### config.mk
export PLATFORM = sky130hd
export DESIGN_NAME = bullet_ctrl
export DESIGN_NICKNAME = d
export VERILOG_FILES = /design/src/rtl/bullet_ctrl.sv
export SDC_FILE = /design/constraint.sdc
export NUM_CORES = 1
export LEC_CHECK = 0
export ABC_AREA = 1
export ABC_CLOCK_PERIOD_IN_PS = 4400
export CORE_MARGIN = 1
export CORE_UTILIZATION = 60
export DETAILED_ROUTE_END_ITERATION = 16
export HOLD_SLACK_MARGIN = 0.15
export PLACE_DENSITY = 0.91
export SLEW_MARGIN = 20
export SYNTH_ARGS = -nofsm -noshare
export SYNTH_HDL_FRONTEND = slang
export SYNTH_SLANG_ARGS = --single-unit
### constraint.sdc
create_clock -name frame_clk -period 4.4 [get_ports frame_clk]
set_input_delay 0.44 -clock frame_clk [delete_from_list [all_inputs] [get_ports frame_clk]]
set_output_delay 0.44 -clock frame_clk [all_outputs]
set_load 0.05 [all_outputs]
### src/rtl/bullet_ctrl.sv
// Bullet pool: spawns bullets from the tank on a fire edge, steps them once per frame
// in 1/8-pixel fixed point, reflects them off screen edges and walls, and retires them.
module bullet_ctrl #(
    parameter int unsigned N_BULLETS = 4,
    parameter logic [7:0]  LIFETIME  = 8'd200,
    parameter logic [5:0]  COOLDOWN  = 6'd15,
    parameter logic [2:0]  SPAWN_MUL = 3'd4,
    parameter logic [9:0]  X_MAX     = 10'd639,
    parameter logic [9:0]  Y_MAX     = 10'd479
) (
    input  logic                      frame_clk,
    input  logic                      Reset_n,
    input  logic                      ShootBullet,
    input  logic [9:0]                TankX,
    input  logic [9:0]                TankY,
    input  logic [7:0]                sin,
    input  logic [7:0]                cos,
    input  logic [1:0]                game_end,
    input  logic [N_BULLETS-1:0]      hit,
    input  logic [N_BULLETS-1:0]      wall_x,
    input  logic [N_BULLETS-1:0]      wall_y,
    output logic [10*N_BULLETS-1:0]   BulletX,
    output logic [10*N_BULLETS-1:0]   BulletY,
    output logic [N_BULLETS-1:0]      BulletActive,
    output logic                      Fired
);

    function automatic logic signed [7:0] sm_to_vel(input logic neg, input logic [4:0] mag);
        logic signed [7:0] m;
        m = {3'b000, mag};
        return neg ? -m : m;
    endfunction

    function automatic logic [12:0] spawn_pos(input logic [9:0] c, input logic signed [7:0] v);
        logic [12:0] off;
        off = 13'({{5{v[7]}}, v} * {10'b0, SPAWN_MUL});
        return {c, 3'b000} + off;
    endfunction

    // Bit 13 of the widened sum flags an underflow below zero.
    function automatic logic [13:0] step_sum(input logic [12:0] pos, input logic signed [7:0] v);
        return {1'b0, pos} + {{6{v[7]}}, v};
    endfunction

    function automatic logic out_of_bounds(input logic [13:0] s, input logic [9:0] lim);
        return s[13] || (s[12:3] > lim);
    endfunction

    logic [N_BULLETS-1:0]    act_q, act_d;
    logic [12:0]             px_q [N_BULLETS];
    logic [12:0]             px_d [N_BULLETS];
    logic [12:0]             py_q [N_BULLETS];
    logic [12:0]             py_d [N_BULLETS];
    logic signed [7:0]       vx_q [N_BULLETS];
    logic signed [7:0]       vx_d [N_BULLETS];
    logic signed [7:0]       vy_q [N_BULLETS];
    logic signed [7:0]       vy_d [N_BULLETS];
    logic [7:0]              life_q [N_BULLETS];
    logic [7:0]              life_d [N_BULLETS];
    logic [5:0]              cool_q, cool_d;
    logic                    prev_q, fired_q, fired_d;

    logic [N_BULLETS-1:0]    free, spawn_oh;
    logic                    spawn;
    logic signed [7:0]       spawn_vx, spawn_vy;
    logic [13:0]             sx, sy;
    logic                    unused_angle_lsbs;

    assign unused_angle_lsbs = ^{sin[1:0], cos[1:0]};

    always_comb begin
        free     = ~act_q;
        spawn_oh = free & (~free + N_BULLETS'(1));
        spawn    = ShootBullet && !prev_q && (cool_q == 6'd0) && (game_end == 2'b00) && (|free);
        spawn_vx = sm_to_vel(cos[7], cos[6:2]);
        spawn_vy = sm_to_vel(!sin[7], sin[6:2]);
        fired_d  = spawn;
        act_d    = act_q;
        sx       = '0;
        sy       = '0;

        if (spawn)
            cool_d = COOLDOWN;
        else if (game_end != 2'b00)
            cool_d = 6'd0;
        else if (cool_q != 6'd0)
            cool_d = cool_q - 6'd1;
        else
            cool_d = cool_q;

        for (int i = 0; i < int'(N_BULLETS); i++) begin
            px_d[i]   = px_q[i];
            py_d[i]   = py_q[i];
            vx_d[i]   = vx_q[i];
            vy_d[i]   = vy_q[i];
            life_d[i] = life_q[i];
            sx        = step_sum(px_q[i], vx_q[i]);
            sy        = step_sum(py_q[i], vy_q[i]);
            if (spawn && spawn_oh[i]) begin
                act_d[i]  = 1'b1;
                px_d[i]   = spawn_pos(TankX, spawn_vx);
                py_d[i]   = spawn_pos(TankY, spawn_vy);
                vx_d[i]   = spawn_vx;
                vy_d[i]   = spawn_vy;
                life_d[i] = LIFETIME;
            end else if (act_q[i]) begin
                if ((game_end != 2'b00) || hit[i] || (life_q[i] == 8'd1)) begin
                    act_d[i] = 1'b0;
                end else begin
                    life_d[i] = life_q[i] - 8'd1;
                    if (wall_x[i] || out_of_bounds(sx, X_MAX))
                        vx_d[i] = -vx_q[i];
                    else
                        px_d[i] = sx[12:0];
                    if (wall_y[i] || out_of_bounds(sy, Y_MAX))
                        vy_d[i] = -vy_q[i];
                    else
                        py_d[i] = sy[12:0];
                end
            end
        end
    end

    always_ff @(posedge frame_clk or negedge Reset_n) begin
        if (!Reset_n) begin
            act_q   <= '0;
            cool_q  <= '0;
            prev_q  <= 1'b0;
            fired_q <= 1'b0;
            for (int i = 0; i < int'(N_BULLETS); i++) begin
                px_q[i]   <= '0;
                py_q[i]   <= '0;
                vx_q[i]   <= '0;
                vy_q[i]   <= '0;
                life_q[i] <= '0;
            end
        end else begin
            act_q   <= act_d;
            cool_q  <= cool_d;
            prev_q  <= ShootBullet;
            fired_q <= fired_d;
            for (int i = 0; i < int'(N_BULLETS); i++) begin
                px_q[i]   <= px_d[i];
                py_q[i]   <= py_d[i];
                vx_q[i]   <= vx_d[i];
                vy_q[i]   <= vy_d[i];
                life_q[i] <= life_d[i];
            end
        end
    end

    for (genvar g = 0; g < int'(N_BULLETS); g++) begin : g_out
        assign BulletX[10*g +: 10] = px_q[g][12:3];
        assign BulletY[10*g +: 10] = py_q[g][12:3];
    end

    assign BulletActive = act_q;
    assign Fired        = fired_q;

endmodule

==> run metrics, run 1 <==
Synth Area in Simple Gates=31.34%; Die Height=175.5 microns; GRT met2 Usage=55.36%; largest family of logic cells by synthesized area=simple AND/OR/NAND/NOR gates; routability congestion estimate=0.9985; Setup-failing EPs final=0; Synth area leader=dfrtp_1; worst slew pin tran=0.9897 ns; Placed Area=19,280 sq um; Initial Util=60.95%; final hold slack=0.4385 ns; FP Rows=63; IO buf count=133; initial antenna violation count=2; Leak Pwr=10.65 nW; cell family with most CP delay=simple AND/OR/NAND/NOR gates; Setup crit start kind=flip-flop; total CTS buffers=25; most frequent CP cell=nand2_1; CORE AREA=29,640 sq um; critical path endpoint category=flip-flop; global routing usage on met1=44.61%; final-stage net count=2,855; Post-Synthesis Cell Area=18,060 sq um; most frequent cell after synthesis=nand2_1; Bufs on Longest Clock Path=3; CTS clk-pin slew, worst paths=0.06 ns; Post-synth EDFFs=0; most common flop cell mapped by yosys=dfrtp_1; clk_skew=0.01771 ns; compound-gate portion of the synthesized area=12.30%; final instance area=20,170 sq um; RSZ-0062 raised after global routing=false; Hold WC Path Type=in2reg; DRC viols=0; Worst VDD drop=0.0004905 V; total chip power=7.896 mW; Synth async-reset ratio=100.0%; top-area cell type share of the netlist area=29.37%; setup_tns=0 ns; critical path peak fanout=11; synthesized area per cell=6.988 sq um; Hold Vio Cnt, Final=0; Die X=175.5 microns; Tot GR Track Use=34.91%; antenna-violating nets left=0; sequential share of the synthesized area=29.37%; maxcap violations=0; crit path cell chain=ha_1 -> inv_1 -> fa_1 -> inv_1 -> nand2_1 -> o21ai_1 -> nand3_1 -> nand4_1 -> nand2_1 -> nor2_1 -> nand4_1 -> o21bai_1 -> nand2_1 -> nand2_1; GRT overflow=0; #FFs+latches synth=212; via count=18,120; Ports=138; Slowest-stage cell, CP=o21bai_1; clock sinks=212; CTS Root Cell=clkbuf_16; vias per inst=5.924; area grow syn2layout=11.67%; slowest stage delay, CP=0.75 ns; syn nets=2,789; drt pass-1 iters=6; Slew headroom=33.92%; WP buf/inv=2; post-CTS resize count=0; # hold bufs at CTS=1; vias in the first global route=17,320; wire length of the first global-routing pass=86.18 mm; Ys Warns=0; setup bufs post-CTS=0; Top Usage Layer GRT=met2; filler cell count=2,471; Final Critical Period=3.398 ns; status=finished, final reports clean; Seq. cell area=5305 sq um; Syn Inst Count=2,585; Arr. time, crit path=3.86 ns; multi-input combinational cell area=10,960 sq um; Req. time, crit path=4.86 ns; initial drt markers=1,503; H-tree depth reported by CTS=1; largest net degree at the start of global routing=92; Total Routed Length=53.83 mm; crit share post-route=77.24%; CP Class=reg2reg; mux cell area share after synthesis=0.05541%; grt met3 use=6.147%; Util after Layout=68.06%; CTS tree=done; post-synthesis cell type count=53; WL/cell=17.60 microns; Skew-Pair Late Insertion Delay=0.54 ns; Post-Synth XOR/XNOR Area=6.109%; Fmax achieved=294.2 MHz; Power Density=391.4 nW/um^2; Post-synth top cells=692 x nand2_1, 289 x nand3_1, 224 x inv_1, 224 x nor2_1, 212 x dfrtp_1; Slew Limit Fails=0; layout cells sized above 1=4.985%; die area=30,800 sq um; post-DP HPWL=39.89 mm; top cells by area, synth=dfrtp_1 29%, nand2_1 14%, ha_1 9.8%; Synth Area in Adders=10.87%
==> report_power, final <==
part / leakage (nW) / total [mW] / switching, mW / internal, mW
sequential: 2.80 / 2.45 / 0.281 / 2.17
clock: 0.428 / 2.26 / 0.884 / 1.37
combinational: 7.42 / 3.19 / 2.03 / 1.16
total: 10.6 / 7.90 / 3.19 / 4.70
==> worst register-to-register path, stage by stage (launching register included) <==
cell	delay (ns)
dfrtp_1	0.42
ha_1	0.27
inv_1	0.08
fa_1	0.36
inv_1	0.13
nand2_1	0.09
o21ai_1	0.28
nand3_1	0.15
nand4_1	0.11
nand2_1	0.08
nor2_1	0.17
nand4_1	0.19
o21bai_1	0.75
nand2_1	0.15
nand2_1	0.11
==> through the flow <==
stage,cells,worst slack (ns)
floorplan,2585,1.835
finish,3059,1.002
global route,3059,0.7070
global placement,3013,0.7578
detailed placement,3013,0.7028
CTS,3058,1.080
==> registers in the layout, summed over array words and instances (netlist names), 4 cells and up <==
register and count:
life_q 32, py_q 12, vy_q 32, cool_q 6
px_q 12, BulletX 40, vx_q 32, BulletY 40
BulletActive 4
==> cells in the final DEF (no fill, tap or decap), types with 4 or more instances in the layout <==
cell | Yosys | layout
nand2_1 | 692 | 692
nand3_1 | 289 | 289
inv_1 | 224 | 224
nor2_1 | 224 | 224
dfrtp_1 | 212 | 212
o21ai_0 | 174 | 174
a21oi_1 | 146 | 146
ha_1 | 141 | 141
clkdlybuf4s50_1 | 0 | 132
xor2_1 | 85 | 85
xnor2_1 | 41 | 41
buf_4 | 87 | 39
nor3_1 | 32 | 32
clkbuf_16 | 0 | 25
o21ai_1 | 23 | 23
nand4_1 | 19 | 19
o22ai_1 | 15 | 15
nand2_2 | 13 | 13
o21bai_1 | 12 | 12
a21o_1 | 11 | 11
or2_2 | 10 | 10
fa_1 | 10 | 10
nand3b_1 | 8 | 8
a31oi_1 | 7 | 7
a21boi_0 | 7 | 7
clkbuf_8 | 0 | 7
nand3_2 | 6 | 6
clkinv_1 | 5 | 5
nand2_4 | 4 | 4
o21a_1 | 4 | 4
bufinv_16 | 0 | 4
clkbuf_1 | 8 | 4
==> path summary, 6_finish.rpt <==
path	startpoint	to	cells after the start	slack, ns
max	vy_q[24]	BulletY[5]	14	1.00
min	ShootBullet	prev_q	1	0.44
max reg2reg	vy_q[24]	BulletY[5]	14	1.00
min reg2reg	life_q[21]	life_q[21]	1	0.49
max in group asynchronous	Reset_n	px_q[13]	3	2.70
min in group asynchronous	Reset_n	BulletX[36]	2	0.54
==> cell type report <==
class / instances / area share [%]
antenna: 1 / 0.01241
tap: 390 / 2.419
timing repair buffer: 174 / 8.219
clock inverter: 9 / 0.7505
inverter: 234 / 4.379
sequential: 212 / 26.30
clock buffer: 35 / 3.585
multi-input combinational: 2004 / 54.34
==> kinds of logic (layout without fill, tap and decap cells) <==
family,after synthesis,in the layout
other,0,1
buffers and inverters,369,452
adder cells (fa/ha/maj),151,151
XOR/XNOR,126,126
AND/OR/NAND/NOR,1314,1314
flip-flops,212,212
AO/OA/AOI/OAI,412,412
multiplexers,1,1
==> metal layers <==
layer | vias up | wire [microns] | part of all wire, %
met5 | - | 12 | 0.022
met4 | 2 | 3150 | 5.9
met3 | 182 | 4864 | 9.0
met2 | 884 | 24180 | 45
met1 | 8451 | 21630 | 40
li1 | 8602 | - | -
No activity file was read; power rests on OpenSTA's default activity.
==> inputs of run 2 (changes only) <==
Settings changed: ABC_CLOCK_PERIOD_IN_PS 4400 to 2900, CORE_UTILIZATION 60 to 55, PLACE_DENSITY 0.91 to 0.88.
Clock period 4.4 ns to 2.9 ns, I/O delays scaled along.
==> run 2 against run 1 <==
  * Clock skew is 0.0015 ns higher
  * Setup slack lost 0.85 ns
  * Register-to-register slack got worse by 0.85 ns
  * Cell count up 4.9%
  * Core utilization fell by 1.8 points
  * Sequential power rose by 53%
  * Largest power group unchanged
==> run metrics, run 2 (same netlist as run 1, synthesis figures left out) <==
status=finished, final reports clean; Req. time, crit path=3.37 ns (-1.49 ns); Hold Vio Cnt, Final=0 (unchanged); Die Height=183.2 microns (+4.4%); die area=33,570 sq um (+9.0%); Worst VDD drop=0.0007324 V (+49%); Tot GR Track Use=34.21% (-0.70 points); CTS Root Cell=clkbuf_16; Slew Limit Fails=0 (unchanged); total CTS buffers=25 (unchanged); Power Density=571.7 nW/um^2 (+46%); Hold WC Path Type=in2async; post-DP HPWL=43.37 mm (+8.7%); CP startpoint=vy_q[24]; wire length of the first global-routing pass=91.69 mm (+6.4%); Skew-Pair Late Insertion Delay=0.55 ns (about the same); Setup crit start kind=flip-flop; Final Critical Period=2.745 ns (-0.6532 ns); FP Rows=65 (+3.2%); Bufs on Longest Clock Path=3 (unchanged); Total Routed Length=57.47 mm (+6.8%); initial drt markers=1,699 (+13%); Leak Pwr=11.19 nW (+5.1%); CTS tree=done; final-stage net count=2,964 (+3.8%); vias in the first global route=17,860 (+3.1%); initial antenna violation count=2 (unchanged); largest net degree at the start of global routing=64 (-30%); clock sinks=212 (unchanged); Die X=183.2 microns (+4.4%); total chip power=12.11 mW (+53%); Ports=138 (unchanged); critical path endpoint category=flip-flop; Util after Layout=66.28% (-1.8 points); vias per inst=5.791 (-2.2%); Arr. time, crit path=3.22 ns (-0.64 ns); WL/cell=17.91 microns (+1.8%); layout cells sized above 1=9.672% (+4.7 points); clk_skew=0.01926 ns (+0.001547 ns); commonest cells after routing, fill and taps aside=684 x nand2_1, 288 x nand3_1, 224 x inv_1; worst slew pin tran=0.7896 ns (-0.2001 ns); Fmax achieved=364.3 MHz (+24%); Slew headroom=47.28% (+13 points); drt pass-1 iters=6 (unchanged); CORE AREA=31,960 sq um (+7.8%); via count=18,580 (+2.5%); H-tree depth reported by CTS=1 (unchanged); IO buf count=133 (unchanged); filler cell count=2,675 (+8.3%); antenna-violating nets left=0 (unchanged); crit share post-route=94.67% (+17 points); maxcap violations=0 (unchanged); CTS clk-pin slew, worst paths=0.07 ns (about the same); Setup-failing EPs final=0 (unchanged); CP Class=reg2reg; area grow syn2layout=17.27%; most common cell after layout, fill and taps aside=nand2_1; Initial Util=56.52% (-4.4 points); GRT overflow=0 (unchanged); critical path peak fanout=6 (-5); DRC viols=0 (unchanged); routability congestion estimate=0.9836 (-1.5%); reg-to-reg startpoint=vy_q[24]
==> run 2: cell count changes in the layout (fill, tap and decap cells not counted), sizes merged <==
cell,delta
buf,+109
bufinv,-2
clkbuf,-2
clkdlybuf4s50,-1
clkinv,-1
clkinvlp,-1
diode,+1
dlymetal6s2s,+1
==> run 2: critical path, cell delays in order, from the launching register on <==
cell and delay, ns:
dfrtp_1 0.41, ha_4 0.15, inv_1 0.05, fa_1 0.36
inv_1 0.10, nand2_2 0.08, o21ai_4 0.20, nand2_1 0.10
nand2_1 0.07, nand2_1 0.04, nand2_1 0.09, nor2_1 0.06
nand3_1 0.11, nand4_1 0.20, o21bai_2 0.27, buf_4 0.15
buf_6 0.12, nand2_1 0.05, nand2_1 0.06
==> run 2: path summary, 6_finish.rpt <==
check | end | slack (ns) | cells after the start
worst max-delay path | BulletY[1] | 0.15 | 18
worst min-delay path | BulletX[10] | 0.30 | 2
worst max register to register | BulletY[1] | 0.15 | 18
worst min register to register | life_q[4] | 0.48 | 1
max in group asynchronous | vx_q[31] | 1.86 | 3
min in group frame_clk | prev_q | 0.32 | 1
==> run 2: stage by stage <==
step	worst slack, ns	TNS, ns	area (sq um)	cells	hold WS [ns]
after CTS	0.03579	0	20900	3195	0.3055
after detailed placement	-0.5157	-17.69	20090	3154	0.3075
final	0.1547	0	21180	3208	0.2994
after floorplan	0.4852	0	18060	2585	-0.005591
after global placement	-0.4781	-13.03	20090	3154	0.3016
after global routing	-0.05000	-0.1864	21180	3207	0.3046
==> run 2: timing repair <==
action                                 4_1_cts  5_1_grt
gates resized for setup                      1       45
pin swaps                                    1       10
buffers inserted                             2       10
gates cloned                                 0        1
endpoints found under the hold margin       54        0
setup endpoints to repair                    2      105
hold buffers                                 1        0
==> run 2: final cells by class <==
| class | instances | area, sq um | share of cell area [%] |
|---|---|---|---|
| multi-input cells | 2004 | 11140 | 52.59 |
| flip-flops and latches | 212 | 5311 | 25.07 |
| repair buffers | 283 | 2517 | 11.88 |
| inverters | 234 | 883.3 | 4.170 |
| clock buffers | 33 | 705.7 | 3.331 |
| well taps | 435 | 544.3 | 2.569 |
| clock inverters | 5 | 75.07 | 0.3544 |
| diodes | 2 | 5.005 | 0.02363 |
==> run 2: power by group <==
group | internal [mW] | total, mW | leakage [nW] | switching [mW]
sequential | 3.29 | 3.76 | 2.79 | 0.470
combinational | 1.99 | 5.19 | 8.00 | 3.20
clock | 1.85 | 3.16 | 0.388 | 1.30
==> run 2: metal layers <==
| metal | global-route usage, % | routed length, microns | vias up |
|---|---|---|---|
| met5 | 0 | 11 | - |
| met4 | 18.23 | 3296 | 2 |
| met3 | 6.593 | 5257 | 193 |
| met2 | 56.67 | 26760 | 937 |
| met1 | 42.14 | 22140 | 8630 |
| li1 | - | - | 8815 |
==> RTL change: new RTL, config.mk and constraints of run 2 <==
Set the parameter `N_BULLETS` to 2 (it was 4).
--- a/src/rtl/bullet_ctrl.sv
+++ b/src/rtl/bullet_ctrl.sv
@@ -2,5 +2,5 @@
 // in 1/8-pixel fixed point, reflects them off screen edges and walls, and retires them.
 module bullet_ctrl #(
-    parameter int unsigned N_BULLETS = 4,
+    parameter int unsigned N_BULLETS = 2,
     parameter logic [7:0]  LIFETIME  = 8'd200,
     parameter logic [5:0]  COOLDOWN  = 6'd15,
Interface: changed (6 resized); port bits go from 138 to 90. The function was not compared with the original's and may differ.
==> RTL change against run 2 <==
Wire length fell by 52%; design area fell by 45%; synthesized area fell by 44%; die area fell by 43%; non-clock buffer count fell by 132; setup slack improved by 0.064 ns; critical path depth fell by 3; power fell by 25%; sequential cell count fell by 102; combinational power rose by 1%; critical path type is now input port to register; largest power group unchanged.
==> RTL change: results (changes against run 2) <==
| Metric | Value |
|---|---|
| Status | finished clean |
| Comb_multi_in | 1127 (-44%) |
| Worst Tran Pin Value | 0.798 ns (+0.00794 ns) |
| Power Total | 9.05 mW (-25%) |
| Area occupied by multi-input gates | 0.00630 mm2 (-43%) |
| Initial antenna violation count | 0 (-2) |
| Max Buffers Root-to-Sink | 2 (-1) |
| Sequential fraction of the synthesis area | 0.271 (-0.0229) |
| WL final | 27400 um (-52%) |
| Max Clock Skew | 0.00858 ns (-0.0107 ns) |
| Nets | 1710 (-42%) |
| Detailed Routing Iterations Pass 1 | 5 (-1) |
| H-tree levels | 3 (+2) |
| Syn nets | 1615 (-42%) |
| First-pass GRT wire length | 44600 um (-51%) |
| Share of layout cells above drive strength 1 | 0.0886 (-0.00816) |
| Largest cells by area after synthesis | dfrtp_1, nand2_1, ha_1 |
| Clk cell area share | 0.0281 (-0.00871) |
| ANT cells | 0 (-2) |
| Placed cell count | 1792 (-43%) |
| Pre-CTS setup slack | -0.244 ns (+0.272 ns) |
| # Post-CTS Setup Buffers | 0 (-2) |
| Worst EP arrival | 2.94 ns (-0.28 ns) |
| Hold slack | 0.450 ns (+0.150 ns) |
| Core Footprint | 0.0180 mm2 (-44%) |
| 1st-iter DRT viols | 973 (-43%) |
| P_comb | 5.24 mW (+1%) |
| Final period util | 0.925 (-0.0219) |
[RTL change: cell count changes after synthesis, sizes merged, moves of 53 or more]
cell	change
a21oi	-78
buf	-65
dfrtp	-102
ha	-60
inv	-53
nand2	-264
nand3	-124
nor2	-133
o21ai	-100
[RTL change: critical path, cell delays in order]
cell,delay (ns)
clkdlybuf4s50_1,0.44
buf_4,0.15
nor3_1,0.24
nor2_1,0.08
xor2_1,0.21
ha_1,0.31
a21oi_1,0.16
nand2_1,0.11
a21oi_1,0.14
o21ai_0,0.11
xor2_1,0.28
buf_4,0.18
o21ai_0,0.09
nand2_1,0.08
nand2_1,0.06
[RTL change: routing by layer]
| layer | GRT usage | wire, um | vias to the layer above |
|---|---|---|---|
| met5 | 0 | 0 | - |
| met4 | 0.127 | 889 | 0 |
| met2 | 0.493 | 13000 | 365 |
| li1 | - | - | 5008 |
| met1 | 0.397 | 11900 | 4783 |
| met3 | 0.0274 | 1570 | 73 |
[RTL change: worst paths after layout]
path / startpoint / end / cells past startpoint
max: sin[3] / BulletY[15] / 15
min: ShootBullet / prev_q / 1
max reg2reg: vx_q[8] / BulletX[6] / 14
min reg2reg: life_q[4] / life_q[4] / 1
max in group asynchronous: Reset_n / BulletY[18] / 3
min in group asynchronous: Reset_n / px_q[14] / 2
[RTL change: logic make-up after synthesis]
| family | count (synthesis) | synth area share |
|---|---|---|
| AO/OA/AOI/OAI | 195 | 0.103 |
| XOR/XNOR | 72 | 0.0620 |
| adder cells (fa/ha/maj) | 87 | 0.112 |
| buffers and inverters | 244 | 0.113 |
| flip-flops | 110 | 0.271 |
| multiplexers | 8 | 0.00788 |
| AND/OR/NAND/NOR | 765 | 0.332 |
